File: src/rtl/kcpsmx3_inc.sv
// kcpsmx3_inc: shared opcode/shift encodings and width default for the KCPSMX execute-stage ALU.
package kcpsmx3_inc;

   localparam int unsigned OPERAND_WIDTH_DEFAULT = 8;

   typedef enum logic [3:0] {
      OpLoad      = 4'd0,
      OpAdd       = 4'd1,
      OpAddcy     = 4'd2,
      OpSub       = 4'd3,
      OpSubcy     = 4'd4,
      OpCompare   = 4'd5,
      OpComparecy = 4'd6,
      OpAnd       = 4'd7,
      OpOr        = 4'd8,
      OpXor       = 4'd9,
      OpTest      = 4'd10,
      OpTestcy    = 4'd11,
      OpRs        = 4'd12,
      OpMul       = 4'd13
   } opcode_t;

   typedef enum logic [1:0] {
      ShRrSlx = 2'd0,
      ShRlSrx = 2'd1,
      ShSa    = 2'd2,
      ShSc    = 2'd3
   } shift_op_t;

   typedef enum logic {
      StIdle = 1'b0,
      StBusy = 1'b1
   } mul_state_t;

endpackage

File: src/rtl/kcpsmx_alu_mul_iter.sv
// kcpsmx_alu_mul_iter: unsigned shift-add multiplier, one multiplier bit per clock.
// start consumes bit 0; done marks the cycle whose closing edge completes the product.
module kcpsmx_alu_mul_iter #(
   parameter int unsigned WIDTH = 8
) (
   input  logic                 clk,
   input  logic                 reset_n,
   input  logic                 start,
   input  logic                 active,
   input  logic [WIDTH-1:0]     a,
   input  logic [WIDTH-1:0]     b,
   output logic                 done,
   output logic [2*WIDTH-1:0]   product
);

   localparam int unsigned CntW = $clog2(WIDTH) + 1;

   logic [WIDTH-1:0]   mplier_q, mplier_d;
   logic [2*WIDTH-1:0] mcand_q, mcand_d;
   logic [2*WIDTH-1:0] acc_q, acc_d;
   logic [2*WIDTH-1:0] acc_sum;
   logic [CntW-1:0]    count_q, count_d;

   always_comb begin
      acc_sum  = acc_q + (mplier_q[0] ? mcand_q : '0);
      mplier_d = mplier_q;
      mcand_d  = mcand_q;
      acc_d    = acc_q;
      count_d  = count_q;
      if (start) begin
         acc_d    = a[0] ? {{WIDTH{1'b0}}, b} : '0;
         mplier_d = a >> 1;
         mcand_d  = {{WIDTH{1'b0}}, b} << 1;
         count_d  = CntW'(1);
      end else if (active) begin
         acc_d    = acc_sum;
         mplier_d = mplier_q >> 1;
         mcand_d  = mcand_q << 1;
         count_d  = count_q + 1'b1;
      end
   end

   // The final partial product is taken straight from the adder so the
   // top can register it on the same edge the last bit is consumed.
   assign done    = active & (count_q == CntW'(WIDTH - 1));
   assign product = acc_sum;

   always_ff @(posedge clk or negedge reset_n) begin
      if (!reset_n) begin
         mplier_q <= '0;
         mcand_q  <= '0;
         acc_q    <= '0;
         count_q  <= '0;
      end else begin
         mplier_q <= mplier_d;
         mcand_q  <= mcand_d;
         acc_q    <= acc_d;
         count_q  <= count_d;
      end
   end

endmodule

File: src/rtl/kcpsmx_alu_seq.sv
// kcpsmx_alu_seq: registered KCPSMX ALU owning the C/Z flags and their interrupt shadow.
// Define KCPSMX_ALU_MUL_EN to add the iterative MUL (kcpsmx_alu_mul_iter) and its busy FSM.
module kcpsmx_alu_seq
   import kcpsmx3_inc::*;
#(
   parameter int unsigned OPERAND_WIDTH = OPERAND_WIDTH_DEFAULT
) (
   input  logic                     clk,
   input  logic                     reset_n,
   input  logic                     in_valid,
   output logic                     in_ready,
   input  opcode_t                  operation,
   input  shift_op_t                shift_operation,
   input  logic                     shift_direction,
   input  logic                     shift_constant,
   input  logic [OPERAND_WIDTH-1:0] operand_a,
   input  logic [OPERAND_WIDTH-1:0] operand_b,
   input  logic                     flag_we,
   input  logic                     flag_save,
   input  logic                     flag_restore,
   output logic                     out_valid,
   output logic [OPERAND_WIDTH-1:0] result,
   output logic [OPERAND_WIDTH-1:0] result_hi,
   output logic                     carry_flag,
   output logic                     zero_flag
);

   localparam int unsigned W = OPERAND_WIDTH;

   logic         carry_q, carry_d, zero_q, zero_d;
   logic         shadow_c_q, shadow_c_d, shadow_z_q, shadow_z_d;
   logic         out_valid_q, out_valid_d;
   logic [W-1:0] result_q, result_d;

   logic [W-1:0] alu_res;
   logic [W:0]   sum;
   logic         alu_c, alu_z, shift_bit, sub_cin, add_cin;

   logic accept, alu_done, op_flag_wr, op_c, op_z;

   always_comb begin
      alu_res   = operand_b;
      alu_c     = 1'b0;
      sum       = '0;
      add_cin   = (operation == OpAddcy) & carry_q;
      sub_cin   = ((operation == OpSubcy) || (operation == OpComparecy)) ? ~carry_q : 1'b1;
      case (shift_operation)
         ShRrSlx: shift_bit = operand_a[0];
         ShRlSrx: shift_bit = operand_a[W-1];
         ShSa:    shift_bit = carry_q;
         default: shift_bit = shift_constant;
      endcase
      case (operation)
         OpAdd, OpAddcy: begin
            sum     = {1'b0, operand_a} + {1'b0, operand_b} + {{W{1'b0}}, add_cin};
            alu_res = sum[W-1:0];
            alu_c   = sum[W];
         end
         // Carry out of a + ~b + cin is the inverted borrow.
         OpSub, OpSubcy, OpCompare, OpComparecy: begin
            sum     = {1'b0, operand_a} + {1'b0, ~operand_b} + {{W{1'b0}}, sub_cin};
            alu_res = sum[W-1:0];
            alu_c   = ~sum[W];
         end
         OpAnd: alu_res = operand_a & operand_b;
         OpOr:  alu_res = operand_a | operand_b;
         OpXor: alu_res = operand_a ^ operand_b;
         OpTest: begin
            alu_res = operand_a & operand_b;
            alu_c   = ^(operand_a & operand_b);
         end
         OpTestcy: begin
            alu_res = operand_a & operand_b;
            alu_c   = ^(operand_a & operand_b) ^ carry_q;
         end
         OpRs: begin
            if (shift_direction) begin
               alu_res = {shift_bit, operand_a[W-1:1]};
               alu_c   = operand_a[0];
            end else begin
               alu_res = {operand_a[W-2:0], shift_bit};
               alu_c   = operand_a[W-1];
            end
         end
         default: ;
      endcase
      // Chained ops only report zero if the lower-order word was zero too.
      alu_z = (alu_res == '0) &
              (((operation == OpComparecy) || (operation == OpTestcy)) ? zero_q : 1'b1);
   end

`ifdef KCPSMX_ALU_MUL_EN
   mul_state_t     state_q, state_d;
   logic           mul_start, mul_done, mul_flag_we_q;
   logic [2*W-1:0] mul_product;
   logic [W-1:0]   result_hi_q, result_hi_d;

   assign in_ready   = (state_q == StIdle);
   assign accept     = in_valid & in_ready;
   assign mul_start  = accept & (operation == OpMul);
   assign alu_done   = accept & (operation != OpMul);
   assign op_flag_wr = (alu_done & flag_we) | (mul_done & mul_flag_we_q);
   assign op_c       = mul_done ? |mul_product[2*W-1:W] : alu_c;
   assign op_z       = mul_done ? (mul_product == '0) : alu_z;
   assign result_hi  = result_hi_q;

   always_comb begin
      state_d = state_q;
      case (state_q)
         StIdle:  if (mul_start) state_d = StBusy;
         StBusy:  if (mul_done)  state_d = StIdle;
         default: state_d = StIdle;
      endcase
   end

   kcpsmx_alu_mul_iter #(
      .WIDTH(W)
   ) u_mul (
      .clk     (clk),
      .reset_n (reset_n),
      .start   (mul_start),
      .active  (state_q == StBusy),
      .a       (operand_a),
      .b       (operand_b),
      .done    (mul_done),
      .product (mul_product)
   );

   always_comb begin
      result_hi_d = result_hi_q;
      if (alu_done) begin
         result_hi_d = '0;
      end else if (mul_done) begin
         result_hi_d = mul_product[2*W-1:W];
      end
   end

   always_ff @(posedge clk or negedge reset_n) begin
      if (!reset_n) begin
         state_q       <= StIdle;
         mul_flag_we_q <= 1'b0;
         result_hi_q   <= '0;
      end else begin
         state_q     <= state_d;
         result_hi_q <= result_hi_d;
         if (mul_start) begin
            mul_flag_we_q <= flag_we;
         end
      end
   end
`else
   assign in_ready   = 1'b1;
   assign accept     = in_valid;
   assign alu_done   = accept;
   assign op_flag_wr = alu_done & flag_we;
   assign op_c       = alu_c;
   assign op_z       = alu_z;
   assign result_hi  = '0;
`endif

   always_comb begin
      out_valid_d = alu_done;
      result_d    = result_q;
      if (alu_done) begin
         result_d = alu_res;
      end
`ifdef KCPSMX_ALU_MUL_EN
      if (mul_done) begin
         out_valid_d = 1'b1;
         result_d    = mul_product[W-1:0];
      end
`endif
   end

   // Shadow captures pre-update flags, so save+restore on one edge swaps them.
   always_comb begin
      shadow_c_d = flag_save ? carry_q : shadow_c_q;
      shadow_z_d = flag_save ? zero_q : shadow_z_q;
      carry_d    = carry_q;
      zero_d     = zero_q;
      if (op_flag_wr) begin
         carry_d = op_c;
         zero_d  = op_z;
      end else if (flag_restore) begin
         carry_d = shadow_c_q;
         zero_d  = shadow_z_q;
      end
   end

   always_ff @(posedge clk or negedge reset_n) begin
      if (!reset_n) begin
         carry_q     <= 1'b0;
         zero_q      <= 1'b0;
         shadow_c_q  <= 1'b0;
         shadow_z_q  <= 1'b0;
         out_valid_q <= 1'b0;
         result_q    <= '0;
      end else begin
         carry_q     <= carry_d;
         zero_q      <= zero_d;
         shadow_c_q  <= shadow_c_d;
         shadow_z_q  <= shadow_z_d;
         out_valid_q <= out_valid_d;
         result_q    <= result_d;
      end
   end

   assign out_valid  = out_valid_q;
   assign result     = result_q;
   assign carry_flag = carry_q;
   assign zero_flag  = zero_q;

endmodule

File: config.mk
export PLATFORM = sky130hd
export DESIGN_NAME = kcpsmx_alu_seq
export DESIGN_NICKNAME = d
export VERILOG_FILES = /design/src/rtl/kcpsmx3_inc.sv /design/src/rtl/kcpsmx_alu_mul_iter.sv /design/src/rtl/kcpsmx_alu_seq.sv
export SDC_FILE = /design/constraint.sdc
export NUM_CORES = 1
export LEC_CHECK = 0
export ABC_CLOCK_PERIOD_IN_PS = 3030
export CORE_MARGIN = 5
export CORE_UTILIZATION = 25
export DETAILED_ROUTE_END_ITERATION = 8
export DONT_BUFFER_PORTS = 1
export SLEW_MARGIN = 10
export SYNTH_ARGS = -nofsm -noshare
export SYNTH_HDL_FRONTEND = slang
export SYNTH_SLANG_ARGS = --single-unit
File: constraint.sdc
create_clock -name clk -period 3.03 [get_ports clk]
set_clock_uncertainty 0.1 [all_clocks]
set_input_delay 0.606 -clock clk [delete_from_list [all_inputs] [get_ports clk]]
set_output_delay 0.606 -clock clk [all_outputs]
set_load 0.01 [all_outputs]
* After elaboration in Yosys (flattened, before gate mapping) *
Cells that the tools add are included.

word-level totals
  register bits after elaboration = 13
  latch bits = 0
  memory bits (writable) = 0
  ROM bits = 0
  input port bits = 30
  output and inout port bits = 20
  word-level logic and storage cells = 54
  memories = 0

cells by class
  add/sub/neg operators = 4
  $mul = 0
  div/mod/pow operators = 0
  order comparisons = 0
  eq/ne operators = 14
  shift-type cells = 0
  muxes and demuxes = 11
  bitwise logic cells = 10
  reduce and logical (&&, ||, !) cells = 9

operators by type and width
  operator                                                               number
  8-bit case mux with 6 select lines                                     1
  4-bit equality test, second input constant                             5
  8-bit by 8-bit adder with 9-bit output                                 2
  9-bit by 1-bit adder with 9-bit output                                 2
  4-bit by 3-bit equality test with 1-bit output, second input constant  4
  8-bit AND                                                              1
  4-bit by 2-bit equality test with 1-bit output, second input constant  2
  8-bit logical NOT                                                      1
  8-bit 2-to-1 mux                                                       1
  8-bit NOT                                                              1
  8-bit bitwise OR                                                       1
  8-bit parity                                                           1
  8-bit XOR                                                              1
  1-bit 2-to-1 mux                                                       7
  1-bit case mux with 5 select lines                                     1
  4-bit by 1-bit equality test with 1-bit output, second input constant  1
  4-bit OR reduction                                                     1
  1-bit AND                                                              3
  1-bit case mux with 3 select lines                                     1
  3-bit OR reduction                                                     1
  2-bit by 1-bit equality test with 1-bit output, second input constant  1
  2-bit equality test, second input constant                             1
  2-bit logical NOT                                                      1
  1-bit logical OR                                                       2
  4 further kinds                                                        5

* Logic depth before layout (Yosys ltp) *
Gate-level depths: netlist (run 1).

  word-level depth = 8
  gate-level depth with buffers = 13
  mapped depth without buffers = 10

* Least setup slack after synthesis (run 1) *
No wires, ideal clock.

  kind = input -> register
  start = input operation[0]
  end = register zero_q (netlist: zero_flag)
  setup time = 0.104 ns
  arrival time = 3.185 ns
  required time = 2.826 ns
  path slack = -0.359 ns
  stages on the path = 12
  path buffers = 3
  cells stage by stage = buf_6 > buf_6 > buf_4 > nor2b_1 > nand3_1 > fa_1 > fa_1 > mux2i_1 > a31o_2 > a221oi_1 > nand4b_1 > o41ai_2

on the way
  cells in the longest elaborated chain, start to end = 8

RTL lines
  what                                                                      line                                                              RTL
  start: declaration                                                        kcpsmx_alu_seq.sv:12                                              input opcode_t operation,
  4-bit by 3-bit equality test with 1-bit output, on equally long branches  kcpsmx_alu_seq.sv:46, kcpsmx_alu_seq.sv:53, kcpsmx_alu_seq.sv:89
  1-bit logical OR                                                          kcpsmx_alu_seq.sv:46                                              sub_cin = ((operation == OpSubcy) || (operation == OpComparecy)) ? ~carry_q : 1'b1;
  1-bit 2-to-1 mux                                                          kcpsmx_alu_seq.sv:46
  9-bit by 1-bit adder with 9-bit output                                    kcpsmx_alu_seq.sv:61                                              sum = {1'b0, operand_a} + {1'b0, ~operand_b} + {{W{1'b0}}, sub_cin};
  8-bit case mux with 6 select lines                                        kcpsmx_alu_seq.sv:53                                              case (operation)
  8-bit logical NOT                                                         kcpsmx_alu_seq.sv:88                                              alu_z = (alu_res == '0) &
  1-bit AND *                                                               kcpsmx_alu_seq.sv:88
  1-bit 2-to-1 mux *                                                        kcpsmx_alu_seq.sv:181                                             if (op_flag_wr) begin
  end signal: assignment                                                    kcpsmx_alu_seq.sv:200                                             zero_q <= zero_d;
  end: declaration                                                          kcpsmx_alu_seq.sv:30                                              logic carry_q, carry_d, zero_q, zero_d;

Every way passes the cells marked *; elsewhere a longest branch is shown, timed or not.
A chain may end at the register's enable or synchronous reset.

* Worst setup path in the final report (run 1) *
  start = register carry_q (netlist: carry_flag)
  end = register zero_q (netlist: zero_flag)

on the way
  cells in the longest elaborated chain, start to end = 7

RTL lines
  what                                    line                   RTL
  start: declaration                      kcpsmx_alu_seq.sv:30
  start signal: assignment                kcpsmx_alu_seq.sv:199  carry_q <= carry_d;
  1-bit NOT                               kcpsmx_alu_seq.sv:46
  1-bit 2-to-1 mux                        kcpsmx_alu_seq.sv:46
  9-bit by 1-bit adder with 9-bit output  kcpsmx_alu_seq.sv:61
  8-bit case mux with 6 select lines *    kcpsmx_alu_seq.sv:53
  8-bit logical NOT *                     kcpsmx_alu_seq.sv:88
  1-bit AND *                             kcpsmx_alu_seq.sv:88
  1-bit 2-to-1 mux *                      kcpsmx_alu_seq.sv:181

Marked as above.

==> results of run 1 <==
-- state kept, by name, indices dropped and copies added (netlist names) --
name        count
carry_flag      1
shadow_z_q      1
result          8
shadow_c_q      1
out_valid       1
zero_flag       1
-- cell families (layout without fill, tap and decap cells) --
group	after synthesis	in the layout
buffers and inverters	54	42
other	2	9
adders and majority gates	27	27
and+or+nand+nor	86	86
DFF	13	13
muxes	13	13
xor gates and xnor gates	9	9
AOI/OAI and AO/OA	101	101
-- metal layers --
layer  up-vias  wire length (um)
li1       1106                 -
met1      1157              3280
met2       127              4120
met3        27               675
met4         0               460
met5         -                 0
-- layout make-up --
cell class | instances | share of cell area (%)
clock buffer | 4 | 1.67
inverter | 26 | 3.61
tap | 133 | 6.16
multi-input combinational | 245 | 73.1
sequential | 13 | 12.0
timing repair buffer | 12 | 3.43
-- worst paths after layout --
check | startpoint | cells past startpoint | slack, ns | end
worst min-delay path | in_valid | 0 | 0.29 | out_valid
max in group asynchronous | reset_n | 1 | 1.71 | result[4]
min in group asynchronous | reset_n | 1 | 0.72 | out_valid
worst max register to register | carry_flag | 10 | 0.10 | zero_flag
worst max-delay path | carry_flag | 10 | 0.10 | zero_flag
worst min register to register | shadow_z_q | 1 | 0.41 | shadow_z_q
-- synth_stat cells (5+ instances only) --
master    count  share of area [%]
a21o_1        5                1.5
o32ai_1       5                1.8
clkbuf_1      5               0.76
a31oi_1       5                1.3
nor2b_1      11                2.8
mux2_2        6                2.7
mux2i_1       6                2.4
o21ai_0       9                1.8
nor2_1       17                2.6
nand2_1      16                2.4
buf_2         7                1.4
a21oi_1      18                3.6
buf_4        12                3.6
a221oi_1      6                2.1
inv_1        26                3.9
ha_1         23                 12
nand3_1       5                1.0
dfrtp_1      13                 13
xnor2_1       7                2.5
nand2b_1      5                1.3
-- timing repair --
action | CTS | global route
resized for setup | 0 | 8
hold endpoints to repair | 13 | 0
setup endpoints to repair | 0 | 1
hold buffers | 1 | 0
setup buffers | 0 | 0
-- worst max-delay path: cells and delay by family (launching register included) --
family | cells | cell delay [ns]
AO/OA/AOI/OAI | 3 | 0.78
adder cells (fa/ha/maj) | 2 | 0.80
flip-flops | 1 | 0.39
AND/OR/NAND/NOR | 5 | 0.72
-- power by group --
group	leakage (nW)	switching, mW	internal (mW)	total (mW)
clock network	0.0228	0.0617	0.0929	0.155
registers	0.157	0.0322	0.201	0.233
logic	0.963	0.215	0.185	0.400
total	1.14	0.309	0.479	0.788
==> out/results.tsv, run 1 <==
stage	metric	value	unit
power_and_ir_drop	power.leakage	1.14	nW
power_and_ir_drop	power	0.788	mW
global_routing	met2_usage	23.9	%
critical_path	worstSetupEndpointType	flip-flop	
timing	final-setup-viol-count	0	
final_layout	nNetsFinal	358	
synth	synth_compound_area_share	31.0	%
routing	drtPass1Iterations	5	
timing	setup_slack	0.101	ns
placement	portBuffers	0	
routing	drt_iter0_drc	364	
power_and_ir_drop	p_per_area	292	nW/um^2
synth	ys_seq_elements	13	
timing	min_period	2.93	ns
clock_network	clk_pin_slew	0.05	ns
power_and_ir_drop	peakVddDrop	124	uV
clock_network	cts_buffers	3	
clock_network	tritoncts	built	
clock_network	clock_path_buffers	2	
timing	fmax	341	MHz
final_layout	mostFrequentLayoutCells	26 x inv_1, 23 x ha_1, 17 x nor2_1	
synth	synthSimpleGateAreaFrac	19.3	%
final_layout	fill_cells	1073	
critical_path	worstSetupStartpointType	flip-flop	
routing	routed_wl	8540	um
clock_network	clk_latency	0.24	ns
timing	tightest_slew	0.717	ns
final_layout	regArea	325	um^2
timing	hold-worst-slack	0.289	ns
placement	gp_congestion	0.893	
routing	drc_errors	0	
clock_network	cts-root-buf	clkbuf_8	
floorplan	rows	36	
final_layout	finish.utilization	27.8	%
global_routing	gr-total-overflow	0	
synth	ys_seq_area_share	13.1	%
synth	synth_top_family_by_area	compound AO/OA/AOI/OAI gates	
clock_network	cts_sinks	13	
final_layout	finalInstanceArea	2700	um^2
synth	async_flop_share	100	%
timing	relSlewSlack	51.0	%
final_layout	multi_input_area	1980	um^2
critical_path	critPathMaxStageDelay	0.40	ns
synth	syn_area	2470	um^2
timing	tns	0	ns
critical_path	slowest_stage	fa_2	
placement	place_inst	428	
global_routing	use_met1	16.7	%
global_routing	antenna_found_initial	0	
routing	num_vias	2417	
timing	slew_violations	0	
floorplan	fp.dieH	109	um
placement	hpwl	6710	um
job	maxCapViolations	0	
critical_path	arrival	2.95	ns
timing	period_share	96.7	%
final_layout	layoutNonFillerInstCount	433	
placement	pre_cts_slack	-0.148	ns
floorplan	die-area	12000	um^2
final_layout	drive_gt1_share	15.0	%
final_layout	antenna_cells	0	
floorplan	core_region_area	9730	um^2
synth	synth.yosys.warnings	0	
routing	detail_route.wl_per_cell	19.7	um
status	status	complete, no violations	
global_routing	grt_pass1_wl	13100	um
routing	post_drt_via_cell_ratio	5.58	
routing	ant_nets	0	
global_routing	grt_max_degree	32	
final_layout	syn2layout_area_growth	9.20	%
hold_path	hold_path.class	primary input to flip-flop	
synth	synth-adder-area-share	14.9	%
synth	netlist_instances	305	
final_layout	final_common_cell	inv_1	
critical_path	path_class	flip-flop to flip-flop	
timing	hold_viol_final	0	
placement	placed_cell_area	2600	um^2
floorplan	die_x	109	um
critical_path	crit_chain	nor2b_4, nand2_1, fa_2, fa_1, nor2b_1, o211ai_1, and3_1, nor4_1, o32ai_2, o41ai_2	
synth	ys.flop_type	dfrtp_1	
global_routing	grt_usage	14.0	%
synth	synthMuxAreaShare	6.07	%
global_routing	top_usage_layer	met2	
global_routing	met3_usage	3.05	%
synth	synth.avg_cell_area	8.11	um^2
synth	ys_types	69	
global_routing	grt_pass1_vias	2378	
critical_path	crit_fanout	3	
floorplan	boundaryPins	50	
floorplan	start_util	25.4	%
synth	synth_xor_area_share	3.74	%
clock_network	h-tree-depth	1	
critical_path	required	3.05	ns
synth	synth-edff-count	0	
Power figures use the tool's default switching activity.
==> run 2, diff against run 1 <==
--- a/config.mk
+++ b/config.mk
@@ -10,7 +10,7 @@
 export CORE_UTILIZATION = 25
 export DETAILED_ROUTE_END_ITERATION = 8
 export DONT_BUFFER_PORTS = 1
-export SLEW_MARGIN = 10
+export HOLD_SLACK_MARGIN = 0.12
 export SYNTH_ARGS = -nofsm -noshare
 export SYNTH_HDL_FRONTEND = slang
 export SYNTH_SLANG_ARGS = --single-unit
==> results of run 2 <==
No change in the layout: final DEF, timing and power equal those of run 1.
==> run 3, diff against run 2 <==
--- a/config.mk
+++ b/config.mk
@@ -5,12 +5,15 @@
 export SDC_FILE = /design/constraint.sdc
 export NUM_CORES = 1
 export LEC_CHECK = 0
+export ABC_AREA = 1
 export ABC_CLOCK_PERIOD_IN_PS = 3030
 export CORE_MARGIN = 5
 export CORE_UTILIZATION = 25
 export DETAILED_ROUTE_END_ITERATION = 8
 export DONT_BUFFER_PORTS = 1
 export HOLD_SLACK_MARGIN = 0.12
+export PLACE_DENSITY = 0.42
+export RECOVER_POWER = 100
 export SYNTH_ARGS = -nofsm -noshare
 export SYNTH_HDL_FRONTEND = slang
 export SYNTH_SLANG_ARGS = --single-unit
==> run 3 against run 2 <==
Hold slack worse by 0.0021 ns. Routed wire length fell by 9.5%. Setup slack improved by 0.18 ns. Largest cell class unchanged. Critical path type is now primary input to flip-flop. Combinational power is 18% lower.
==> out/results.tsv, run 3 <==
stage	metric	value	unit	change
global_routing	grt_pass1_vias	2320		was 2,378
synth	yosys-top-cells-count	125 x nand2_1, 52 x inv_1, 38 x nand3_1, 37 x nor2_1, 25 x o21ai_0		was 26 x inv_1, 23 x ha_1, 18 x a21oi_1, 17 x nor2_1, 16 x nand2_1
global_routing	grt_usage	13.8	%	was 14.0%
timing	fmax	364	MHz	was 341 MHz
clock_network	cts_setup_buffers	0		unchanged
clock_network	cts_sinks	13		unchanged
synth	ys_seq_elements	13		unchanged
global_routing	gr-total-overflow	0		unchanged
timing	hold_viol_final	0		unchanged
critical_path	slowest_stage	fa_1		was fa_2
final_layout	nNetsFinal	445		was 358
timing	period_share	90.6	%	was 96.7%
final_layout	final_common_cell	nand2_1		was inv_1
timing	rsz0062_at_grt	false		
final_layout	drive_gt1_share	5.17	%	was 15.0%
floorplan	rows	34		was 36
critical_path	worstSetupEndpointType	flip-flop		unchanged
floorplan	boundaryPins	50		unchanged
critical_path	path_class	primary input to flip-flop		was flip-flop to flip-flop
placement	portBuffers	0		unchanged
floorplan	die-area	11100	um^2	was 12,000 um^2
floorplan	fp.dieH	106	um	was 109 um
routing	num_vias	2361		was 2,417
clock_network	clock_path_buffers	2		unchanged
job	maxCapViolations	0		unchanged
synth	synth_top_area_share	20.5	%	was 13.1%
final_layout	mostFrequentLayoutCells	125 x nand2_1, 52 x inv_1, 38 x nand3_1		was 26 x inv_1, 23 x ha_1, 17 x nor2_1
timing	hold-worst-slack	0.287	ns	was 0.289 ns
final_layout	fill_cells	990		was 1,073
routing	drt_iter0_drc	162		was 364
routing	detail_route.wl_per_cell	15.6	um	was 19.7 um
synth	syn_area	2280	um^2	was 2470 um^2
clock_network	clk_pin_slew	0.06	ns	was 0.05 ns
synth	yosysTopAreaCell	nand2_1		was dfrtp_1
timing	slew_violations	0		unchanged
synth	ys_seq_area_share	14.2	%	was 13.1%
power_and_ir_drop	peakVddDrop	161	uV	was 124 uV
synth	yosysMostFrequentCell	nand2_1		was inv_1
floorplan	die_x	106	um	was 109 um
critical_path	arrival	2.81	ns	was 2.95 ns
global_routing	grt_max_degree	15		was 32
timing	tns	0	ns	unchanged
synth	synth-edff-count	0		unchanged
routing	drc_errors	0		unchanged
critical_path	worstSetupStartpointType	primary input		was flip-flop
placement	hpwl	6380	um	was 6710 um
timing	relSlewSlack	60.2	%	was 51.0%
status	status	complete, no violations		unchanged
timing	tightest_slew	0.595	ns	was 0.717 ns
floorplan	core_region_area	8810	um^2	was 9730 um^2
critical_path	crit_family	simple AND/OR/NAND/NOR gates		was adder cells
routing	ant_nets	0		unchanged
synth	ys.flop_type	dfrtp_1		unchanged
clock_network	clk_latency	0.24	ns	about the same
synth	synth.yosys.warnings	0		unchanged
final_layout	syn2layout_area_growth	5.21	%	was 9.20%
routing	post_drt_via_cell_ratio	4.77		was 5.58
synth	ys_types	27		was 69
routing	drtPass1Iterations	4		was 5
critical_path	crit_chain	inv_1, nor2_1, nand3_1, fa_1, fa_1, nand2_1, nand3_1, nand3_1, nand3_1, nor2_1, nand2_1, nor2_1, nand4_1, a21oi_1		was nor2b_4, nand2_1, fa_2, fa_1, nor2b_1, o211ai_1, and3_1, nor4_1, o32ai_2, o41ai_2
timing	min_period	2.75	ns	was 2.93 ns
critical_path	required	3.10	ns	was 3.05 ns
critical_path	critPathMaxStageDelay	0.45	ns	was 0.40 ns
floorplan	start_util	25.9	%	was 25.4%
critical_path	crit_fanout	4		was 3
critical_path	cp_num_buf_inv	1		was 0
timing	final-setup-viol-count	0		unchanged
synth	netlist_instances	390		was 305
synth	synth.avg_cell_area	5.85	um^2	was 8.11 um^2
clock_network	h-tree-depth	1		unchanged
synth	async_flop_share	100	%	unchanged
global_routing	antenna_found_initial	0		unchanged
power_and_ir_drop	power.leakage	1.29	nW	was 1.14 nW
hold_path	hold_path.class	primary input to flip-flop		unchanged
final_layout	largest_reg_flops	8		unchanged
global_routing	grt_pass1_wl	12300	um	was 13,100 um
synth	synth_area_leaders	nand2_1 21%, dfrtp_1 14%, ha_1 13%		was dfrtp_1 13%, ha_1 12%, inv_1 3.9%
final_layout	antenna_cells	0		unchanged
placement	gp_congestion	0.906		was 0.893
clock_network	tritoncts	built		unchanged
clock_network	cts_buffers	3		unchanged
critical_path	cpMostUsedCell	nand3_1		
clock_network	cts-root-buf	clkbuf_8		unchanged
power_and_ir_drop	p_per_area	299	nW/um^2	was 292 nW/um^2
routing	routed_wl	7730	um	was 8540 um
run 3: cell count changes after synthesis, moves of 6 or more:
cell      previous run  this run
nand3_1              5        38
nand2_1             16       125
nor2_1              17        37
inv_1               26        52
nand4_1              0        10
mux2i_1              6         0
nor2b_1             11         0
a221oi_1             6         0
o21ai_0              9        25
run 3: per-stage QoR:
step                cells  power, mW  instance area, um^2  util [%]  setup WS (ns)
floorplan             397      0.490                 2310         -          0.367
global placement      490      0.565                 2350      26.6          0.125
detailed placement    490      0.563                 2350      26.6         0.0116
CTS                   495      0.724                 2400      27.3          0.207
global route          495      0.789                 2400      27.3         0.0136
finish                495      0.719                 2400      27.3          0.284
run 3: layout make-up:
type,count,area [um^2],area share (%)
multi-input combinational,312,1670,69.6
sequential,13,327,13.6
inverter,57,214,8.91
tap,108,135,5.63
clock buffer,4,45.0,1.88
timing repair buffer,1,10.0,0.417
run 3: metal layers:
metal	vias to the layer above	wire, um	track usage, %
met4	0	138	3.05
met3	10	489	2.69
met5	-	0	0
li1	1205	-	-
met2	74	3520	23.2
met1	1072	3580	18.4
run 3: cells by family (layout without fill, tap and decap cells):
kind of cell,after synthesis,after routing,share of synthesized area [%]
simple gates,220,220,41.3
buf+inv,72,62,13.7
compound gates,48,48,11.1
fa+ha+maj,27,27,16.1
flops,13,13,14.2
xor+xnor,7,7,2.68
other cells,2,9,0.329
mux,1,1,0.493
run 3: worst register-to-register path, cell delays in order, from the launching register on:
cell	delay, ns
dfrtp_2	0.46
nand3_1	0.13
fa_1	0.42
fa_1	0.41
inv_1	0.11
nand3_1	0.09
nand2_1	0.09
nand2_1	0.04
nand3_1	0.08
nand3_1	0.07
nor2_1	0.16
nand2_1	0.07
nor2_1	0.09
nand4_1	0.11
a21oi_1	0.14
run 3: what timing repair did:
item	in CTS	in global routing
endpoints found under the setup margin	0	1
hold endpoints to repair	13	0
resized for setup	0	1
hold buffers	1	0
run 3: final timing paths:
path | start | end | cells after the start | slack, ns
max | operation[2] | zero_flag | 14 | 0.28
min | in_valid | out_valid | 0 | 0.29
max reg2reg | carry_flag | zero_flag | 14 | 0.38
min reg2reg | shadow_z_q | shadow_z_q | 1 | 0.40
max in group asynchronous | reset_n | carry_flag | 1 | 1.70
min in group asynchronous | reset_n | result[0] | 1 | 0.71
run 3: power by group:
| group | switching [mW] | internal (mW) |
|---|---|---|
| registers | 0.0355 | 0.201 |
| clock network | 0.0623 | 0.0928 |
| logic | 0.217 | 0.110 |
